### src/rtl/axi_lite_master_bridge.sv
`default_nettype none
// ============================================================================
//  Module      : axi_lite_master_bridge
//  Description : Bridges a simple command/response handshake onto an AXI4-Lite
//                master port. One transaction is in flight at a time: a
//                command is latched, driven out as AW+W or AR, the B or R
//                response is captured and then presented on the response
//                port until it is consumed.
//  Revision    : 1.0 - initial release
//
//  Optional feature macro : AXIM_TIMEOUT_EN
//    Defined   -> a response-wait counter aborts WR_RESP/RD_RESP after
//                 TIMEOUT_CYCLES cycles, reporting rsp_resp = 2'b11.
//    Undefined -> no counter; the bridge waits for B/R indefinitely.
//
//  Parameters
//    TIMEOUT_CYCLES : response-wait limit in cycles (timeout build only)
//
//  Ports
//    ACLK, ARESETn             : clock (rising edge), async active-low reset
//    cmd_valid/cmd_ready       : command handshake
//    cmd_write                 : 1 = write, 0 = read
//    cmd_addr/wdata/wstrb      : command payload
//    rsp_valid/rsp_ready       : response handshake
//    rsp_write/rdata/resp      : response payload (rdata = 0 for writes,
//                                resp = 2'b11 on timeout)
//    AW*/W*/B*/AR*/R*          : AXI4-Lite master channels
// ============================================================================
module axi_lite_master_bridge #(
  parameter int TIMEOUT_CYCLES = 256
) (
  input  logic        ACLK,
  input  logic        ARESETn,
  // command side
  input  logic        cmd_valid,
  output logic        cmd_ready,
  input  logic        cmd_write,
  input  logic [31:0] cmd_addr,
  input  logic [31:0] cmd_wdata,
  input  logic [3:0]  cmd_wstrb,
  // response side
  output logic        rsp_valid,
  input  logic        rsp_ready,
  output logic        rsp_write,
  output logic [31:0] rsp_rdata,
  output logic [1:0]  rsp_resp,
  // AXI4-Lite write address
  output logic [31:0] AWADDR,
  output logic        AWVALID,
  input  logic        AWREADY,
  // AXI4-Lite write data
  output logic [31:0] WDATA,
  output logic [3:0]  WSTRB,
  output logic        WVALID,
  input  logic        WREADY,
  // AXI4-Lite write response
  input  logic [1:0]  BRESP,
  input  logic        BVALID,
  output logic        BREADY,
  // AXI4-Lite read address
  output logic [31:0] ARADDR,
  output logic        ARVALID,
  input  logic        ARREADY,
  // AXI4-Lite read data
  input  logic [31:0] RDATA,
  input  logic [1:0]  RRESP,
  input  logic        RVALID,
  output logic        RREADY
);

  localparam logic [2:0] S_IDLE    = 3'd0;
  localparam logic [2:0] S_WR_REQ  = 3'd1;
  localparam logic [2:0] S_WR_RESP = 3'd2;
  localparam logic [2:0] S_RD_REQ  = 3'd3;
  localparam logic [2:0] S_RD_RESP = 3'd4;
  localparam logic [2:0] S_RSP     = 3'd5;

  localparam logic [1:0] c_RESP_TIMEOUT = 2'b11;

  // The counter compare needs at least one cycle of wait.
  if (TIMEOUT_CYCLES < 1) begin : g_bad_timeout_param
    $error("axi_lite_master_bridge: TIMEOUT_CYCLES must be >= 1");
  end

  logic [2:0]  r_state;
  logic        r_cmd_ready;
  logic        r_write;
  logic [31:0] r_addr;
  logic [31:0] r_wdata;
  logic [3:0]  r_wstrb;
  logic        r_awvalid;
  logic        r_wvalid;
  logic        r_arvalid;
  logic        r_bready;
  logic        r_rready;
  logic        r_rsp_valid;
  logic        r_rsp_write;
  logic [31:0] r_rsp_rdata;
  logic [1:0]  r_rsp_resp;

  logic w_accept;
  logic w_aw_done;
  logic w_w_done;
  logic w_b_hs;
  logic w_r_hs;
  logic w_timeout;

  assign w_accept  = cmd_valid && r_cmd_ready;
  // A channel is done once its VALID has dropped, or it is handshaking now.
  assign w_aw_done = !r_awvalid || AWREADY;
  assign w_w_done  = !r_wvalid  || WREADY;
  assign w_b_hs    = BVALID && r_bready;
  assign w_r_hs    = RVALID && r_rready;

`ifdef AXIM_TIMEOUT_EN
  localparam int TW = $clog2(TIMEOUT_CYCLES + 1);

  logic [TW-1:0] r_tcnt;
  logic          w_in_resp;

  assign w_in_resp = (r_state == S_WR_RESP) || (r_state == S_RD_RESP);

  // Held at zero outside the response states, so every entry starts from 0.
  always_ff @(posedge ACLK or negedge ARESETn) begin
    if (!ARESETn) begin
      r_tcnt <= '0;
    end else if (w_in_resp) begin
      r_tcnt <= r_tcnt + TW'(1);
    end else begin
      r_tcnt <= '0;
    end
  end

  // Fires on the last waiting cycle so RSP is entered exactly
  // TIMEOUT_CYCLES cycles after the response state was entered.
  assign w_timeout = w_in_resp && (r_tcnt == TW'(TIMEOUT_CYCLES - 1));
`else
  assign w_timeout = 1'b0;
`endif

  always_ff @(posedge ACLK or negedge ARESETn) begin
    if (!ARESETn) begin
      r_state     <= S_IDLE;
      r_cmd_ready <= 1'b0;
      r_write     <= 1'b0;
      r_addr      <= '0;
      r_wdata     <= '0;
      r_wstrb     <= '0;
      r_awvalid   <= 1'b0;
      r_wvalid    <= 1'b0;
      r_arvalid   <= 1'b0;
      r_bready    <= 1'b0;
      r_rready    <= 1'b0;
      r_rsp_valid <= 1'b0;
      r_rsp_write <= 1'b0;
      r_rsp_rdata <= '0;
      r_rsp_resp  <= '0;
    end else begin
      case (r_state)
        S_IDLE: begin
          if (w_accept) begin
            r_cmd_ready <= 1'b0;
            r_write     <= cmd_write;
            r_addr      <= cmd_addr;
            r_wdata     <= cmd_wdata;
            r_wstrb     <= cmd_wstrb;
            if (cmd_write) begin
              r_state   <= S_WR_REQ;
              r_awvalid <= 1'b1;
              r_wvalid  <= 1'b1;
            end else begin
              r_state   <= S_RD_REQ;
              r_arvalid <= 1'b1;
            end
          end else begin
            r_cmd_ready <= 1'b1;
          end
        end

        S_WR_REQ: begin
          if (r_awvalid && AWREADY) begin
            r_awvalid <= 1'b0;
          end
          if (r_wvalid && WREADY) begin
            r_wvalid <= 1'b0;
          end
          if (w_aw_done && w_w_done) begin
            r_state  <= S_WR_RESP;
            r_bready <= 1'b1;
          end
        end

        S_WR_RESP: begin
          if (w_b_hs) begin
            r_bready    <= 1'b0;
            r_rsp_resp  <= BRESP;
            r_rsp_rdata <= '0;
            r_rsp_write <= 1'b1;
            r_rsp_valid <= 1'b1;
            r_state     <= S_RSP;
          end else if (w_timeout) begin
            r_bready    <= 1'b0;
            r_rsp_resp  <= c_RESP_TIMEOUT;
            r_rsp_rdata <= '0;
            r_rsp_write <= r_write;
            r_rsp_valid <= 1'b1;
            r_state     <= S_RSP;
          end
        end

        S_RD_REQ: begin
          if (ARREADY) begin
            r_arvalid <= 1'b0;
            r_rready  <= 1'b1;
            r_state   <= S_RD_RESP;
          end
        end

        S_RD_RESP: begin
          if (w_r_hs) begin
            r_rready    <= 1'b0;
            r_rsp_resp  <= RRESP;
            r_rsp_rdata <= RDATA;
            r_rsp_write <= 1'b0;
            r_rsp_valid <= 1'b1;
            r_state     <= S_RSP;
          end else if (w_timeout) begin
            r_rready    <= 1'b0;
            r_rsp_resp  <= c_RESP_TIMEOUT;
            r_rsp_rdata <= '0;
            r_rsp_write <= r_write;
            r_rsp_valid <= 1'b1;
            r_state     <= S_RSP;
          end
        end

        S_RSP: begin
          if (rsp_ready) begin
            r_rsp_valid <= 1'b0;
            r_cmd_ready <= 1'b1;
            r_state     <= S_IDLE;
          end
        end

        default: begin
          r_state     <= S_IDLE;
          r_cmd_ready <= 1'b0;
          r_awvalid   <= 1'b0;
          r_wvalid    <= 1'b0;
          r_arvalid   <= 1'b0;
          r_bready    <= 1'b0;
          r_rready    <= 1'b0;
          r_rsp_valid <= 1'b0;
        end
      endcase
    end
  end

  assign cmd_ready = r_cmd_ready;
  assign rsp_valid = r_rsp_valid;
  assign rsp_write = r_rsp_write;
  assign rsp_rdata = r_rsp_rdata;
  assign rsp_resp  = r_rsp_resp;
  assign AWADDR    = r_addr;
  assign AWVALID   = r_awvalid;
  assign WDATA     = r_wdata;
  assign WSTRB     = r_wstrb;
  assign WVALID    = r_wvalid;
  assign BREADY    = r_bready;
  assign ARADDR    = r_addr;
  assign ARVALID   = r_arvalid;
  assign RREADY    = r_rready;

endmodule
`default_nettype wire

### config.mk
export PLATFORM = sky130hd
export DESIGN_NAME = axi_lite_master_bridge
export DESIGN_NICKNAME = d
export VERILOG_FILES = /design/src/rtl/axi_lite_master_bridge.sv
export SDC_FILE = /design/constraint.sdc
export NUM_CORES = 1
export LEC_CHECK = 0
export ABC_AREA = 1
export BUFFER_PORTS_ARGS = -buffer_cell sky130_fd_sc_hd__buf_2
export CORE_MARGIN = 2
export CORE_UTILIZATION = 49
export DETAILED_ROUTE_END_ITERATION = 16
export GPL_ROUTABILITY_DRIVEN = 0
export MAX_ROUTING_LAYER = met4
export PLACE_DENSITY = 0.82
export SYNTH_ARGS = -nofsm -noshare
export SYNTH_HDL_FRONTEND = slang
export SYNTH_SLANG_ARGS = --single-unit
### constraint.sdc
create_clock -name ACLK -period 3.7 [get_ports ACLK]
set_input_delay 0.37 -clock ACLK [delete_from_list [all_inputs] [get_ports ACLK]]
set_output_delay 0.37 -clock ACLK [all_outputs]
set_load 0.005 [all_outputs]
==> flow_summary.json, run 1 <==
{
  "yosys.cell_count.top_type": "nand2_1",
  "clk_pin_slew_ps": 50,
  "ctsHoldBuffers": 1,
  "clock_skew_ps": 7.09,
  "period_share_pct": 67.5,
  "yosys.area.top_type": "dfrtp_1",
  "cpMostUsedCell": "nand2_1",
  "die_height_um": 105,
  "fp.dieW_um": 105,
  "pre_cts_slack_ps": 1180,
  "instances_no_fill": 947,
  "powerDensity_nw_per_um2": 821,
  "dr.pass1.iters": 4,
  "multiInputGateArea_sq_um": 1420,
  "synthArstFlopShare_pct": 100,
  "ctsResizeCount": 0,
  "setup_ws_ps": 1200,
  "worstMarginPinSlew_ps": 1130,
  "cp.arrival_ps": 2900,
  "critPathBufInv": 2,
  "drv_slew": 0,
  "yosysWarnings": 0,
  "crit_chain": "inv_1 > nand2_1 > nor2_2 > buf_4 > nand2_1 > nand2_1 > nand2_1 > o21ai_0",
  "grt_pass1_vias": 4348,
  "wire_per_inst_um": 13.8,
  "num-nets-final": 917,
  "clkLatencyLatePin_ps": 520,
  "drtIter0Drc": 206,
  "seq_area_sq_um": 2830,
  "cts_max_path_buffers": 2,
  "timing.final.crit_period_ps": 2500,
  "numPortBuffers": 255,
  "ir_worst_vdd_v": 0.000369,
  "place_inst": 916,
  "cp.required_ps": 4110,
  "hold_path_class": "in -> reg",
  "yosysSeqAreaShare_pct": 56.7,
  "netlist_top_cells_count": "189 x nand2_1, 113 x dfrtp_1, 85 x inv_1",
  "nFillCells": 842,
  "status": "finished, final reports clean",
  "rows": 36,
  "crit_slowest_cell": "nand2_1",
  "maxCapViolCount": 0,
  "overflow": 0,
  "end_kind": "register",
  "syn_inst": 584,
  "synth_edf_count": 0,
  "synth_cell_types": 19,
  "syn_avg_cell_area_sq_um": 8.54,
  "grt_start_max_net_pins": 100,
  "crit_family": "simple AND/OR/NAND/NOR gates",
  "report.final.hold_viol_count": 0,
  "cts.sinks": 113,
  "yosys-top-cells-area": "dfrtp_1 57%, nand2_1 14%, inv_1 6.4%",
  "dpl.hpwl_um": 9580,
  "crit_path_max_incr_delay_ps": 640,
  "cts_tree": "yes",
  "slew-limit-headroom_pct": 24.8,
  "p_total_mw": 5.45,
  "die-area_sq_um": 11000,
  "routed_wl_um": 13000,
  "cts_setup_buffers": 0,
  "p_leak_nw": 4.12,
  "antenna_cells": 0,
  "grt_first_pass_wirelength_um": 20700,
  "syn_nets": 698,
  "syn_area_sq_um": 4980,
  "worst_setup_path_start_kind": "register",
  "fin_tns_setup_ps": 0,
  "drive_above_1_share_pct": 35.7,
  "path_class": "reg -> reg",
  "yosysTopAreaCellShare_pct": 56.7,
  "grt_usage_pct": 25.1,
  "rsz0062_at_grt": "false",
  "ant_nets": 0,
  "antenna_found_initial": 0,
  "ioPinCount": 256,
  "synth_seq_cells": 113,
  "htreeDepth": 4,
  "ys.flop_type": "dfrtp_1",
  "vias": 4512,
  "core_sq_um": 9820,
  "path_max_fanout": 38,
  "whs_ps": 82.4,
  "vias_per_cell": 4.76,
  "setup_viol": 0,
  "clock.fmax_ghz": 0.401,
  "area_growth_pct": 33.2,
  "start_util_pct": 50.8,
  "cts-root-buf": "clkbuf_8",
  "drc": 0,
  "cts_buffers": 17
}
==> power by group <==
group | leakage, nW | switching [mW] | internal (mW) | total (mW)
clock network | 0.285 | 0.519 | 1.07 | 1.59
registers | 1.46 | 0.355 | 1.73 | 2.08
logic | 2.38 | 0.993 | 0.792 | 1.78
total | 4.12 | 1.87 | 3.59 | 5.45
==> cell type report <==
class,instances,share of cell area (%)
Inverter,86,4.86
Tap cell,133,2.51
Multi-Input combinational cell,324,21.4
Clock buffer,24,7.09
Clock inverter,6,1.58
Timing Repair Buffer,261,20.0
Sequential cell,113,42.6
==> worst reg2reg max path: stages (launching register included) <==
cell and delay (ps):
dfrtp_1 530, inv_1 140, nand2_1 70, nor2_2 100, buf_4 350, nand2_1 90, nand2_1 70, nand2_1 640
o21ai_0 400
==> through the flow <==
step           cell area (sq um)  utilization [%]
6_report                    6640             67.6
5_1_grt                     6640             67.6
4_1_cts                     6640             67.6
3_5_place_dp                6050             61.6
3_3_place_gp                6050             61.6
2_1_floorplan               4980                -
==> cells in the final DEF (no fill, tap or decap), types with 3 or more instances in the layout <==
cell type,instances
clkbuf_16,16
clkinv_2,3
clkbuf_1,4
bufinv_16,3
clkbuf_8,4
a21oi_1,3
inv_1,85
nand3_1,38
buf_2,254
nand2_1,189
o21ai_1,32
dfrtp_1,113
o21ai_0,44
buf_4,6
nor2_1,8
nand4_1,4
==> flip-flops by register name (all words and copies together), names as in the netlist <==
register,cells
WDATA,32
cmd_ready,1
ARADDR,32
AWVALID,1
ARVALID,1
rsp_valid,1
r_state,3
rsp_write,1
BREADY,1
RREADY,1
rsp_rdata,32
rsp_resp,2
WSTRB,4
WVALID,1
==> worst paths after layout <==
kind                       cells after the start                      from  slack [ps]                        to
max in group asynchronous                      3                   ARESETn        2350    ARADDR[19]$_DFFE_PN0P_
hold / removal                                 2                 cmd_write          80       ARVALID$_DFFE_PN0P_
setup reg to reg                               8    r_state[0]$_DFFE_PN0P_        1200     rsp_write$_DFFE_PN0P_
min in group asynchronous                      2                   ARESETn         480     WDATA[23]$_DFFE_PN0P_
hold reg to reg                                2  rsp_rdata[4]$_DFFE_PN0P_         470  rsp_rdata[4]$_DFFE_PN0P_
setup / recovery                               8    r_state[0]$_DFFE_PN0P_        1200     rsp_write$_DFFE_PN0P_
==> kinds of logic after synthesis <==
| family | after synthesis | synth area share [%] |
|---|---|---|
| flip-flops | 113 | 56.7 |
| AO/OA/AOI/OAI | 80 | 8.08 |
| AND/OR/NAND/NOR | 244 | 20.2 |
| buffers and inverters | 147 | 15.0 |
==> routing by layer <==
layer  up-vias  part of all wire [%]  track usage (%)  routed length (um)
met2       208                    52             43.4                6810
li1       2200                     -                -                   -
met1      2084                    39             27.4                5040
met3        20                   7.2             7.17                 938
met5         -                     0                -                   0
met4         0                   1.9             9.81                 243
(Power assumes the default switching activity.)
==> run 2: changes to the inputs <==
--- a/config.mk
+++ b/config.mk
@@ -5,14 +5,14 @@
 export SDC_FILE = /design/constraint.sdc
 export NUM_CORES = 1
 export LEC_CHECK = 0
-export ABC_AREA = 1
+export ABC_AREA = 0
 export BUFFER_PORTS_ARGS = -buffer_cell sky130_fd_sc_hd__buf_2
 export CORE_MARGIN = 2
-export CORE_UTILIZATION = 49
+export CORE_UTILIZATION = 45
 export DETAILED_ROUTE_END_ITERATION = 16
 export GPL_ROUTABILITY_DRIVEN = 0
 export MAX_ROUTING_LAYER = met4
-export PLACE_DENSITY = 0.82
+export PLACE_DENSITY = 0.78
 export SYNTH_ARGS = -nofsm -noshare
 export SYNTH_HDL_FRONTEND = slang
 export SYNTH_SLANG_ARGS = --single-unit
==> constraint.sdc (replaced) <==
create_clock -name ACLK -period 2.5 [get_ports ACLK]
set_input_delay 0.25 -clock ACLK [delete_from_list [all_inputs] [get_ports ACLK]]
set_output_delay 0.25 -clock ACLK [all_outputs]
set_load 0.005 [all_outputs]
==> run 2 against run 1 <==
Final cell count shrank 15%. Worst hold slack lost 46 ps. Synthesized cell count shrank 43%. Combinational power grew 73%. Power grew 64%. Critical path depth shrank 5. Clock skew is essentially flat. Critical endpoint is now ARADDR[16]$_DFFE_PN0P_.
==> flow_summary.json, run 2 <==
{
  "routed_wl_um": 13500,
  "maxCapViolCount": 0,
  "grt_first_pass_wirelength_um": 20800,
  "crit_path_max_incr_delay_ps": 610,
  "overflow": 0,
  "ys.flop_type": "dfrtp_1",
  "htreeDepth": 4,
  "worstMarginPinSlew_ps": 615,
  "p_leak_nw": 3.74,
  "whs_ps": 36.3,
  "yosysTopAreaCellShare_pct": 60.2,
  "ioPinCount": 256,
  "ctsResizeCount": 0,
  "grt_start_max_net_pins": 69,
  "synth_cell_types": 36,
  "r2r_slack_ps": 520,
  "synth_edf_count": 0,
  "clock_skew_ps": 6.86,
  "vias_per_cell": 4.99,
  "yosysWarnings": 0,
  "syn_avg_cell_area_sq_um": 14.2,
  "dpl.hpwl_um": 7960,
  "path_max_fanout": 37,
  "final_common_cell": "buf_2",
  "r2r-start": "r_state[0]$_DFFE_PN0P_",
  "drtIter0Drc": 228,
  "dr.pass1.iters": 6,
  "ant_nets": 0,
  "cts_max_path_buffers": 2,
  "rr_worst_depth": 3,
  "wire_per_inst_um": 16.7,
  "report.final.hold_viol_count": 0,
  "cts_buffers": 17,
  "hold_path_class": "in -> reg",
  "syn_inst": 331,
  "nFillCells": 664,
  "final_area_sq_um": 7420,
  "cts_setup_buffers": 0,
  "fin_tns_setup_ps": 0,
  "ir_worst_vdd_v": 0.000602,
  "powerDensity_nw_per_um2": 1210,
  "slew-limit-headroom_pct": 58.0,
  "setup_viol": 0,
  "min_to": "rsp_resp[1]$_DFFE_PN0P_",
  "start_util_pct": 45.9,
  "drv_slew": 0,
  "crit_chain": "nor4_4 > buf_4 > mux2_2",
  "hp-start": "RRESP[1]",
  "clock.fmax_ghz": 0.506,
  "cts_tree": "yes",
  "antenna_cells": 0,
  "path_class": "reg -> reg",
  "mostFrequentLayoutCells": "254 x buf_2, 113 x dfrtp_1, 102 x dlygate4sd3_1, 60 x mux2_2, 32 x a22o_1",
  "cts.sinks": 113,
  "syn_nets": 445,
  "fp.dieW_um": 106,
  "drive_above_1_share_pct": 52.9,
  "crit_slowest_cell": "dfrtp_1",
  "synth_seq_cells": 113,
  "clk_pin_slew_ps": 60,
  "core_sq_um": 10200,
  "grt_usage_pct": 24.8,
  "vias": 4033,
  "numPortBuffers": 255,
  "hold-path-cell-count": 3,
  "yosysSeqAreaShare_pct": 60.2,
  "yosys-top-cells-area": "dfrtp_1 60%, mux2_2 14%, a22o_1 6.0%",
  "num-nets-final": 774,
  "timing.final.crit_period_ps": 1980,
  "drc": 0,
  "period_share_pct": 79.0,
  "grt_pass1_vias": 4178,
  "netlist_top_cells_count": "113 x dfrtp_1, 60 x mux2_2, 36 x buf_4",
  "rsz0062_at_grt": "false",
  "rows": 37,
  "status": "finished, final reports clean",
  "end_kind": "register",
  "cp.arrival_ps": 2360,
  "reg2reg_to": "ARADDR[16]$_DFFE_PN0P_",
  "clkLatencyLatePin_ps": 510,
  "area_growth_pct": 58.1,
  "yosys.cell_count.top_type": "dfrtp_1",
  "syn_area_sq_um": 4700,
  "die-area_sq_um": 11300,
  "yosys.area.top_type": "dfrtp_1",
  "cp.required_ps": 2890,
  "synthArstFlopShare_pct": 100,
  "die_height_um": 106,
  "p_total_mw": 8.95,
  "dpl_cell_area_sq_um": 5800,
  "worst_setup_path_start_kind": "register",
  "cts-root-buf": "clkbuf_8",
  "antenna_found_initial": 0
}
## run 2: kinds of logic (layout without fill, tap and decap cells)
logic type | count (synthesis) | in the layout | synth area share [%]
multiplexers | 70 | 70 | 16.7
flip-flops | 113 | 113 | 60.2
buffers and inverters | 58 | 400 | 8.93
AO/OA/AOI/OAI | 63 | 63 | 10.7
AND/OR/NAND/NOR | 27 | 27 | 3.46
## run 2: worst max-delay path by stage
stage / start / endpoint
2_1_floorplan: r_state[1]$_DFFE_PN0P_ / ARADDR[0]$_DFFE_PN0P_
5_1_grt: r_state[0]$_DFFE_PN0P_ / ARADDR[16]$_DFFE_PN0P_
3_5_place_dp: r_state[1]$_DFFE_PN0P_ / ARADDR[16]$_DFFE_PN0P_
4_1_cts: r_state[0]$_DFFE_PN0P_ / ARADDR[16]$_DFFE_PN0P_
3_3_place_gp: r_state[0]$_DFFE_PN0P_ / ARADDR[13]$_DFFE_PN0P_
6_report: r_state[0]$_DFFE_PN0P_ / ARADDR[16]$_DFFE_PN0P_
## run 2: repair_timing
action                     in CTS  in global routing
setup endpoints to repair       0                  0
hold endpoints to repair      146                  0
hold buffers                  102                  0
## run 2: area by class of cell
class / count / area, sq um / share of cell area (%)
multi-input cells: 160 / 1450 / 19.5
well taps: 136 / 170 / 2.29
clock buffers: 23 / 477 / 6.42
repair buffers: 362 / 2350 / 31.6
clock inverters: 9 / 129 / 1.74
inverters: 6 / 22.5 / 0.303
flip-flops and latches: 113 / 2830 / 38.1
## run 2: routing by layer
metal | global-route usage (%) | vias to the layer above | routed length (um)
met2 | 43.2 | 210 | 7080
met5 | - | - | 0
met4 | 10.4 | 0 | 397
li1 | - | 1819 | -
met1 | 26.5 | 1968 | 5070
met3 | 6.99 | 36 | 985
## run 2: power breakdown
group / internal, mW / switching (mW)
logic: 1.79 / 1.29
clock network: 1.62 / 0.812
registers: 2.74 / 0.697
total: 6.15 / 2.80
## run 2: critical path: cells and delay by family, from the launching register on
kind / cells / cell delay (ps)
flip-flops: 1 / 610
multiplexers: 1 / 400
buffers and inverters: 1 / 450
AND/OR/NAND/NOR: 1 / 360
## run 2: through the flow
step	instances	utilization [%]	setup WS, ps
after floorplan	331	-	827
after global placement	675	56.7	618
after detailed placement	675	56.7	572
after CTS	809	72.6	549
after global routing	809	72.6	416
final	809	72.6	524
